$ cat src/rtl/project_select_pkg.sv
// ============================================================================
// Module   : project_select_pkg
// Purpose  : Shared widths, defaults and FSM encoding for project selection.
// Revision : 1.0
// ============================================================================
`default_nettype none

package project_select_pkg;

    localparam int c_SEL_BITS      = 5;
    localparam int c_NUM_PROJ      = 20;
    localparam int c_INPUT_BITS    = 8;
    localparam int c_OUTPUT_BITS   = 8;
    localparam int c_SYNC_STAGES   = 2;
    localparam int c_STABLE_CYCLES = 4;
    localparam int c_RESET_CYCLES  = 8;

    typedef enum logic [1:0] {
        SETTLE = 2'd0,
        RESET  = 2'd1,
        RUN    = 2'd2
    } state_e;

endpackage

`default_nettype wire

$ cat src/rtl/sel_debounce.sv
// ============================================================================
// Module   : sel_debounce
// Purpose  : Synchronises the raw select pins and reports when they hold still.
// Revision : 1.0
// ============================================================================
`default_nettype none

module sel_debounce
    import project_select_pkg::*;
#(
    parameter int SEL_BITS      = c_SEL_BITS,
    parameter int SYNC_STAGES   = c_SYNC_STAGES,
    parameter int STABLE_CYCLES = c_STABLE_CYCLES
) (
    input  logic                clk,
    input  logic                rst_n,
    input  logic [SEL_BITS-1:0] i_sel,
    output logic [SEL_BITS-1:0] o_cand,
    output logic                o_stable
);

    localparam int CNT_W = $clog2(STABLE_CYCLES + 1);

    logic [SYNC_STAGES-1:0][SEL_BITS-1:0] sync_q, sync_d;
    logic [SEL_BITS-1:0]                  cand_q, cand_d;
    logic [CNT_W-1:0]                     stab_cnt_q, stab_cnt_d;
    logic [SEL_BITS-1:0]                  w_sel_s;

    assign w_sel_s = sync_q[SYNC_STAGES-1];

    always_comb begin : p_next
        sync_d     = {sync_q[SYNC_STAGES-2:0], i_sel};
        cand_d     = cand_q;
        stab_cnt_d = stab_cnt_q;
        // Any disagreement restarts the hold-time measurement from zero.
        if (w_sel_s != cand_q) begin
            cand_d     = w_sel_s;
            stab_cnt_d = '0;
        end else if (stab_cnt_q != CNT_W'(STABLE_CYCLES)) begin
            stab_cnt_d = stab_cnt_q + CNT_W'(1);
        end
    end

    always_ff @(posedge clk or negedge rst_n) begin : p_regs
        if (!rst_n) begin
            sync_q     <= '0;
            cand_q     <= '0;
            stab_cnt_q <= '0;
        end else begin
            sync_q     <= sync_d;
            cand_q     <= cand_d;
            stab_cnt_q <= stab_cnt_d;
        end
    end

    assign o_cand   = cand_q;
    assign o_stable = (stab_cnt_q == CNT_W'(STABLE_CYCLES));

endmodule

`default_nettype wire

$ cat src/rtl/project_select_sequencer.sv
// ============================================================================
// Module   : project_select_sequencer
// Purpose  : Debounced project select, per-project reset sequencing, I/O muxing.
// Revision : 1.0
// ============================================================================
`default_nettype none

module project_select_sequencer
    import project_select_pkg::*;
#(
    parameter int SEL_BITS      = c_SEL_BITS,
    parameter int NUM_PROJ      = c_NUM_PROJ,
    parameter int INPUT_BITS    = c_INPUT_BITS,
    parameter int OUTPUT_BITS   = c_OUTPUT_BITS,
    parameter int SYNC_STAGES   = c_SYNC_STAGES,
    parameter int STABLE_CYCLES = c_STABLE_CYCLES,
    parameter int RESET_CYCLES  = c_RESET_CYCLES
) (
    input  logic                            clk,
    input  logic                            rst_n,
    input  logic [SEL_BITS-1:0]             sel,
    input  logic [INPUT_BITS-1:0]           in,
    output logic [OUTPUT_BITS-1:0]          out,
    input  logic [NUM_PROJ*OUTPUT_BITS-1:0] proj_out,
    output logic [INPUT_BITS-1:0]           proj_in,
    output logic [NUM_PROJ-1:0]             proj_ena,
    output logic [NUM_PROJ-1:0]             proj_rst_n,
    output logic [SEL_BITS-1:0]             active_sel,
    output logic                            running
);

    localparam int                RST_W      = $clog2(RESET_CYCLES + 1);
    localparam logic [SEL_BITS:0] NUM_PROJ_W = (SEL_BITS + 1)'(NUM_PROJ);

    state_e                 state_q, state_d;
    logic [SEL_BITS-1:0]    active_sel_q, active_sel_d;
    logic [RST_W-1:0]       rst_cnt_q, rst_cnt_d;
    logic [OUTPUT_BITS-1:0] out_q, out_d;
    logic [SEL_BITS-1:0]    w_cand;
    logic                   w_stable;
    logic [OUTPUT_BITS-1:0] w_proj_slice;

    sel_debounce #(
        .SEL_BITS      (SEL_BITS),
        .SYNC_STAGES   (SYNC_STAGES),
        .STABLE_CYCLES (STABLE_CYCLES)
    ) u_sel_debounce (
        .clk      (clk),
        .rst_n    (rst_n),
        .i_sel    (sel),
        .o_cand   (w_cand),
        .o_stable (w_stable)
    );

    always_comb begin : p_slice
        w_proj_slice = '0;
        for (int k = 0; k < NUM_PROJ; k++) begin
            if (active_sel_q == SEL_BITS'(k)) begin
                w_proj_slice = proj_out[k*OUTPUT_BITS +: OUTPUT_BITS];
            end
        end
    end

    always_comb begin : p_fsm
        state_d      = state_q;
        active_sel_d = active_sel_q;
        rst_cnt_d    = rst_cnt_q;
        out_d        = '0;
        case (state_q)
            SETTLE: begin
                // Out-of-range selects park here with nothing enabled.
                if (w_stable && ({1'b0, w_cand} < NUM_PROJ_W)) begin
                    active_sel_d = w_cand;
                    rst_cnt_d    = '0;
                    state_d      = RESET;
                end
            end
            RESET: begin
                if (w_cand != active_sel_q) begin
                    state_d = SETTLE;
                end else begin
                    rst_cnt_d = rst_cnt_q + RST_W'(1);
                    if (rst_cnt_q == RST_W'(RESET_CYCLES - 1)) begin
                        state_d = RUN;
                    end
                end
            end
            RUN: begin
                out_d = w_proj_slice;
                if (w_cand != active_sel_q) begin
                    state_d = SETTLE;
                end
            end
            default: state_d = SETTLE;
        endcase
    end

    always_ff @(posedge clk or negedge rst_n) begin : p_regs
        if (!rst_n) begin
            state_q      <= SETTLE;
            active_sel_q <= '0;
            rst_cnt_q    <= '0;
            out_q        <= '0;
        end else begin
            state_q      <= state_d;
            active_sel_q <= active_sel_d;
            rst_cnt_q    <= rst_cnt_d;
            out_q        <= out_d;
        end
    end

    always_comb begin : p_decode
        proj_ena   = '0;
        proj_rst_n = '0;
        for (int k = 0; k < NUM_PROJ; k++) begin
            if (active_sel_q == SEL_BITS'(k)) begin
                proj_ena[k]   = (state_q == RESET) || (state_q == RUN);
                proj_rst_n[k] = (state_q == RUN);
            end
        end
    end

    assign running    = (state_q == RUN);
    assign proj_in    = in & {INPUT_BITS{running}};
    assign out        = out_q;
    assign active_sel = active_sel_q;

endmodule

`default_nettype wire

$ cat config.mk
export PLATFORM = sky130hd
export DESIGN_NAME = project_select_sequencer
export DESIGN_NICKNAME = d
export VERILOG_FILES = /design/src/rtl/project_select_pkg.sv /design/src/rtl/sel_debounce.sv /design/src/rtl/project_select_sequencer.sv
export SDC_FILE = /design/constraint.sdc
export NUM_CORES = 1
export LEC_CHECK = 0
export ABC_AREA = 1
export CAP_MARGIN = 10
export CORE_MARGIN = 2
export CORE_UTILIZATION = 36
export CTS_CLUSTER_DIAMETER = 30
export CTS_CLUSTER_SIZE = 12
export DETAILED_ROUTE_END_ITERATION = 6
export PLACE_DENSITY = 0.8
export SLEW_MARGIN = 25
export SYNTH_ARGS = -nofsm -noshare
export SYNTH_HDL_FRONTEND = slang
export SYNTH_SLANG_ARGS = --single-unit
$ cat constraint.sdc
create_clock -name clk -period 2.4 [get_ports clk]
set_input_delay 0.72 -clock clk [delete_from_list [all_inputs] [get_ports clk]]
set_output_delay 0.72 -clock clk [all_outputs]
set_load 0.05 [all_outputs]
-- Yosys cells after proc, flatten, opt, wreduce, memory -nomap -nowiden
Index checks and enable logic that the tools add are counted.
- input port bits: 175
- logic and storage cells: 122
- flip-flop bits (word level): 37
- output and inout bits: 62
- bitwise logic cells: 1
- equality and inequality tests: 30
- $lt $le $gt $ge: 1
- add/sub/neg operators: 2
- reduce and logical (&&, ||, !) cells: 9
- multiplexer cells: 71
- operators by type and width (cell ; number):
    $mux W8 ; 21
    $eq A5 B4 Y1 const B ; 8
    $mux W1 ; 40
    $eq A5 B3 Y1 const B ; 4
    $eq A5 B5 Y1 const B ; 4
    $eq A5 B2 Y1 const B ; 2
    $ne A5 B5 Y1 ; 2
    $and A8 B8 Y8 ; 1
    $mux W2 ; 4
    $mux W4 ; 2
    $pmux W4 S2 ; 1
    $mux W3 ; 2
    $ne A3 B3 Y1 const B ; 2
    $pmux W2 S3 ; 1
    $reduce_and A3 Y1 ; 2
    $eq A5 B1 Y1 const B ; 1
    $logic_not A5 Y1 ; 1
    $lt A5 B5 Y1 const B ; 1
    $add A4 B1 Y4 const B ; 1
    $eq A4 B3 Y1 const B ; 1
    $ne A2 B2 Y1 const B ; 2
    $reduce_bool A2 Y1 ; 2
    $add A3 B1 Y3 const B ; 1
    $eq A3 B3 Y1 const B ; 1
    other kinds (7) ; 7

-- Depth between registers and ports, before layout
- depth in word-level cells: 22
- gate-level depth with buffers: 18
- depth with buffers taken out: 17

-- Cells and area by module
A second synthesis with hierarchy kept.
- cells, all modules: 574
- area, all modules: 3306.9 um2
- modules (own cells, without submodules) (module ; instances ; area an instance (um2) ; cells an instance ; sequential area each (um2)):
    project_select_sequencer ; 1 ; 2652.5 ; 513 ; 475.5
    sel_debounce ; 1 ; 654.4 ; 61 ; 450.4

-- Worst setup path before layout
No wires, ideal clock.
- kind: flip-flop to output port
- from: register active_sel_q[4] (netlist: active_sel[4])
- to: output proj_rst_n[19]
- buffers on the path: 2
- data required time: 1.680 ns
- cell stages (with the launch flop): 9
- setup slack: -0.655 ns
- arrival time: 2.335 ns
- cells stage by stage: dfrtp_1 > inv_2 > buf_6 > nor2_1 > inv_2 > nor2_4 > inv_1 > clkbuf_1 > nor2_1
- cells in the longest elaborated chain, start to end: 2
- ends and longest elaborated chain (what ; RTL line ; RTL):
    from (decl) ; project_select_sequencer.sv:36 ; logic [SEL_BITS-1:0] active_sel_q, active_sel_d;
    from (signal assigned) ; project_select_sequencer.sv:106 ; active_sel_q <= active_sel_d;
    $eq A5 B5 Y1 ; project_select_sequencer.sv:116 ; if (active_sel_q == SEL_BITS'(k)) begin
    $mux W1 ; project_select_sequencer.sv:116 ;
    to (decl) ; project_select_sequencer.sv:27 ; output logic [NUM_PROJ-1:0] proj_rst_n,
Every way passes these cells.

-- Final worst setup path
- from: register active_sel_q[1] (netlist: active_sel[1])
- to: output proj_ena[8]
- cells in the longest elaborated chain, start to end: 2
- ends and longest elaborated chain (what ; RTL line ; RTL):
    $eq A5 B4 Y1 ; project_select_sequencer.sv:116 ;
    $mux W1 ; project_select_sequencer.sv:116 ;
    to (decl) ; project_select_sequencer.sv:26 ; output logic [NUM_PROJ-1:0] proj_ena,
Every way passes these cells.

==> flow_metrics.py <==
metrics = {
    "run_status": {
        "outcome": "complete, but fails checks",
        "violations": "setup timing",
    },
    "floorplan": {
        "io_pins": 237,
        "die_width_um": 101,
        "initial_core_util_pct": 36.8,
        "die_height_um": 101,
        "die_area_mm2": 0.0101,
        "rows": 35,
        "core-area_mm2": 0.00915,
    },
    "grt": {
        "grtUsageMet1_pct": 32.1,
        "grt_pass1_vias": 4681,
        "overflow": 0,
        "met3_usage_pct": 5.62,
        "grt_max_degree": 20,
        "grt_use_met2_pct": 56.3,
        "antenna_found_initial": 0,
        "grt_first_pass_wirelength_um": 23400,
        "grt_util_all_layers_pct": 29.7,
        "grt.busiest_layer": "met2",
    },
    "detailed_routing": {
        "wl_per_cell_um": 16.6,
        "vias": 4622,
        "routed_wl_um": 15700,
        "viasPerCell": 4.90,
        "drt-pass1-iter-count": 4,
        "drtIter0Drc": 179,
        "drc_errors": 0,
        "ant_nets": 0,
    },
    "clock_tree": {
        "clock_path_buffers": 2,
        "clk_pin_slew_ps": 80,
        "cts_root_buf": "clkbuf_8",
        "hold_buffers": 0,
        "cts_tree": "yes",
        "cts_sinks": 37,
        "cts-buffers-inserted": 5,
        "clock_latency_ps": 290,
        "cts_max_level": 2,
    },
    "sta": {
        "rsz0062_at_grt": "yes",
        "finClkSkew_ps": 6.06,
        "relSlewSlack_pct": 59.9,
        "worst_pin_slew_ps": 600,
        "min_period_over_period_pct": 102,
        "hold_violations": 0,
        "setup_viol": 8,
        "setup_ws_ps": -39.2,
        "fmax_mhz": 410,
        "period_minus_slack_ps": 2440,
        "slew_viol_final": 0,
    },
    "placement": {
        "dpl-instance-area_mm2": 0.00659,
        "dp_hpwl_um": 12800,
        "port_buffers": 236,
        "gp_congestion": 0.924,
        "place_inst": 911,
    },
    "cells_and_area": {
        "design_area_mm2": 0.00698,
        "diodes": 0,
        "n_fill_cell": 669,
        "area_growth_syn_to_layout_pct": 107,
        "fin_nets": 1013,
        "final_cells": 944,
        "drive_above_1_share_pct": 25.7,
    },
    "power": {
        "leakage_nw": 3.07,
        "finalPower_mw": 2.10,
        "powerDensity_mw_per_mm2": 301,
        "vdd_drop_max_mv": 0.488,
    },
    "setup_path": {
        "required_ps": 1680,
        "critical_path_class": "register to output port",
        "endpoint_kind": "output port",
        "cp-start-kind": "register",
        "critPathMaxFanout": 7,
        "crit_arrival_ps": 1720,
    },
    "logic_synthesis": {
        "synth-seq-area-share_pct": 27.5,
        "yosysUniqueCellTypes": 32,
        "yosysWarnings": 0,
        "synth_area_mm2": 0.00337,
        "syn_avg_cell_area_um2": 6.01,
        "syn_inst": 561,
        "ys_ff_latch": 37,
        "synth_nets": 742,
    },
    "flow_run": {
        "cap_violations": 0,
    },
    "hold_path": {
        "hp-class": "register to register",
    },
}
==> state kept, by name, indices dropped and copies added, names as in the netlist <==
signal and count:
out 8, active_sel 5, u_sel_debounce.o_cand 5, u_sel_debounce.sync_d 5, u_sel_debounce.w_sel_s 5, rst_cnt_q 4, u_sel_debounce.stab_cnt_q 3, state_q 2
==> cells by family after synthesis <==
kind of cell,Yosys count,synth area share (%)
XOR/XNOR,8,2.08
AND/OR/NAND/NOR,368,50.2
flip-flops,37,27.5
AO/OA/AOI/OAI,40,6.35
adder cells (fa/ha/maj),6,2.23
buffers and inverters,102,11.7
==> critical path, stage by stage (launching register included) <==
cell	delay, ps
dfrtp_2	500
inv_2	140
nand2_2	100
nor2_2	170
nand2_2	160
nor2_2	130
buf_4	210
==> synth_stat cells (all sizes together) <==
cell type | instances | area share, %
nand2 | 186 | 22
nor2 | 107 | 15
inv | 87 | 9.7
dfrtp | 37 | 27
nand4 | 33 | 6.1
o21ai | 19 | 2.8
or2 | 19 | 3.5
nand3 | 18 | 2.8
a21oi | 14 | 2.1
clkbuf | 12 | 1.3
ha | 6 | 2.2
xnor2 | 5 | 1.3
buf | 3 | 0.63
nor3 | 3 | 0.45
xor2 | 3 | 0.78
o21a | 2 | 0.45
o22ai | 2 | 0.37
a31oi | 1 | 0.19
nand3b | 1 | 0.22
nor4 | 1 | 0.37
o211ai | 1 | 0.22
o21bai | 1 | 0.22
==> per-layer routing <==
metal  vias up  wire length (um)
met1      2119              5830
met2       180              8140
met4         0               707
li1       2281                 -
met3        42              1030
met5         -                 0
==> power breakdown <==
group	total [mW]	internal [mW]	switching, mW	leakage (nW)
Sequential	0.708	0.671	0.0372	0.470
Combinational	0.954	0.497	0.457	2.55
Clock	0.438	0.206	0.232	0.0481
==> final timing paths <==
kind / startpoint / cells past startpoint / endpoint / slack (ps)
worst min-delay path: u_sel_debounce.sync_d[6] / 0 / u_sel_debounce.w_sel_s[1] / 350
worst max register to register: active_sel[1] / 16 / out[7] / 160
min in group asynchronous: rst_n / 2 / out[7] / 770
max in group asynchronous: rst_n / 3 / u_sel_debounce.sync_d[7] / 1110
worst min register to register: u_sel_debounce.sync_d[6] / 0 / u_sel_debounce.w_sel_s[1] / 350
worst max-delay path: active_sel[1] / 6 / proj_ena[8] / -40
==> per-stage QoR <==
step	worst slack [ps]	hold slack [ps]	setup TNS, ps	util [%]
final	-39.2	350	-122	76.3
after CTS	-6.76	354	-30.3	75.1
after floorplan	-89.6	331	-169	-
after global routing	-124	361	-1490	76.3
after detailed placement	-104	336	-168	72.0
after global placement	-61.7	332	-102	72.0
==> final cells by class <==
type / count / area (um2) / area share [%]
inverters: 87 / 340 / 4.88
clock inverters: 3 / 22.5 / 0.323
repair buffers: 279 / 3100 / 44.4
flip-flops and latches: 37 / 935 / 13.4
clock buffers: 5 / 68.8 / 0.986
multi-input cells: 422 / 2380 / 34.1
well taps: 111 / 139 / 1.99
==> layout by cell type (no fill, tap or decap), types with 2 or more instances in the layout <==
cell type        instances
nand2_2                  8
nand4_1                 33
or2_1                    5
nor2_4                  44
ha_1                     5
o21a_1                   2
clkbuf_8                 5
inv_1                   65
inv_4                    4
nor2_2                  19
or2_2                    6
buf_6                    4
o21ai_1                  2
nor2_1                  43
xor2_1                   3
xnor2_1                  5
nor3_1                   3
buf_12                  41
o22ai_1                  2
inv_2                   17
clkdlybuf4s50_1        184
dfrtp_2                  4
o21ai_0                 17
nand3_1                 17
dfrtp_1                 32
a21oi_1                 14
buf_4                   48
nand2_4                  4
nand2_1                174
clkinv_4                 2
or2_0                    8
==> repair_timing <==
item / in CTS / in global routing
resized for setup: 22 / 14
buffers inserted: 17 / 8
pin swaps: 8 / 4
endpoints found under the setup margin: 34 / 39
hold endpoints to repair: 0 / 0
Note: power is estimated with default switching activity, not from simulation.
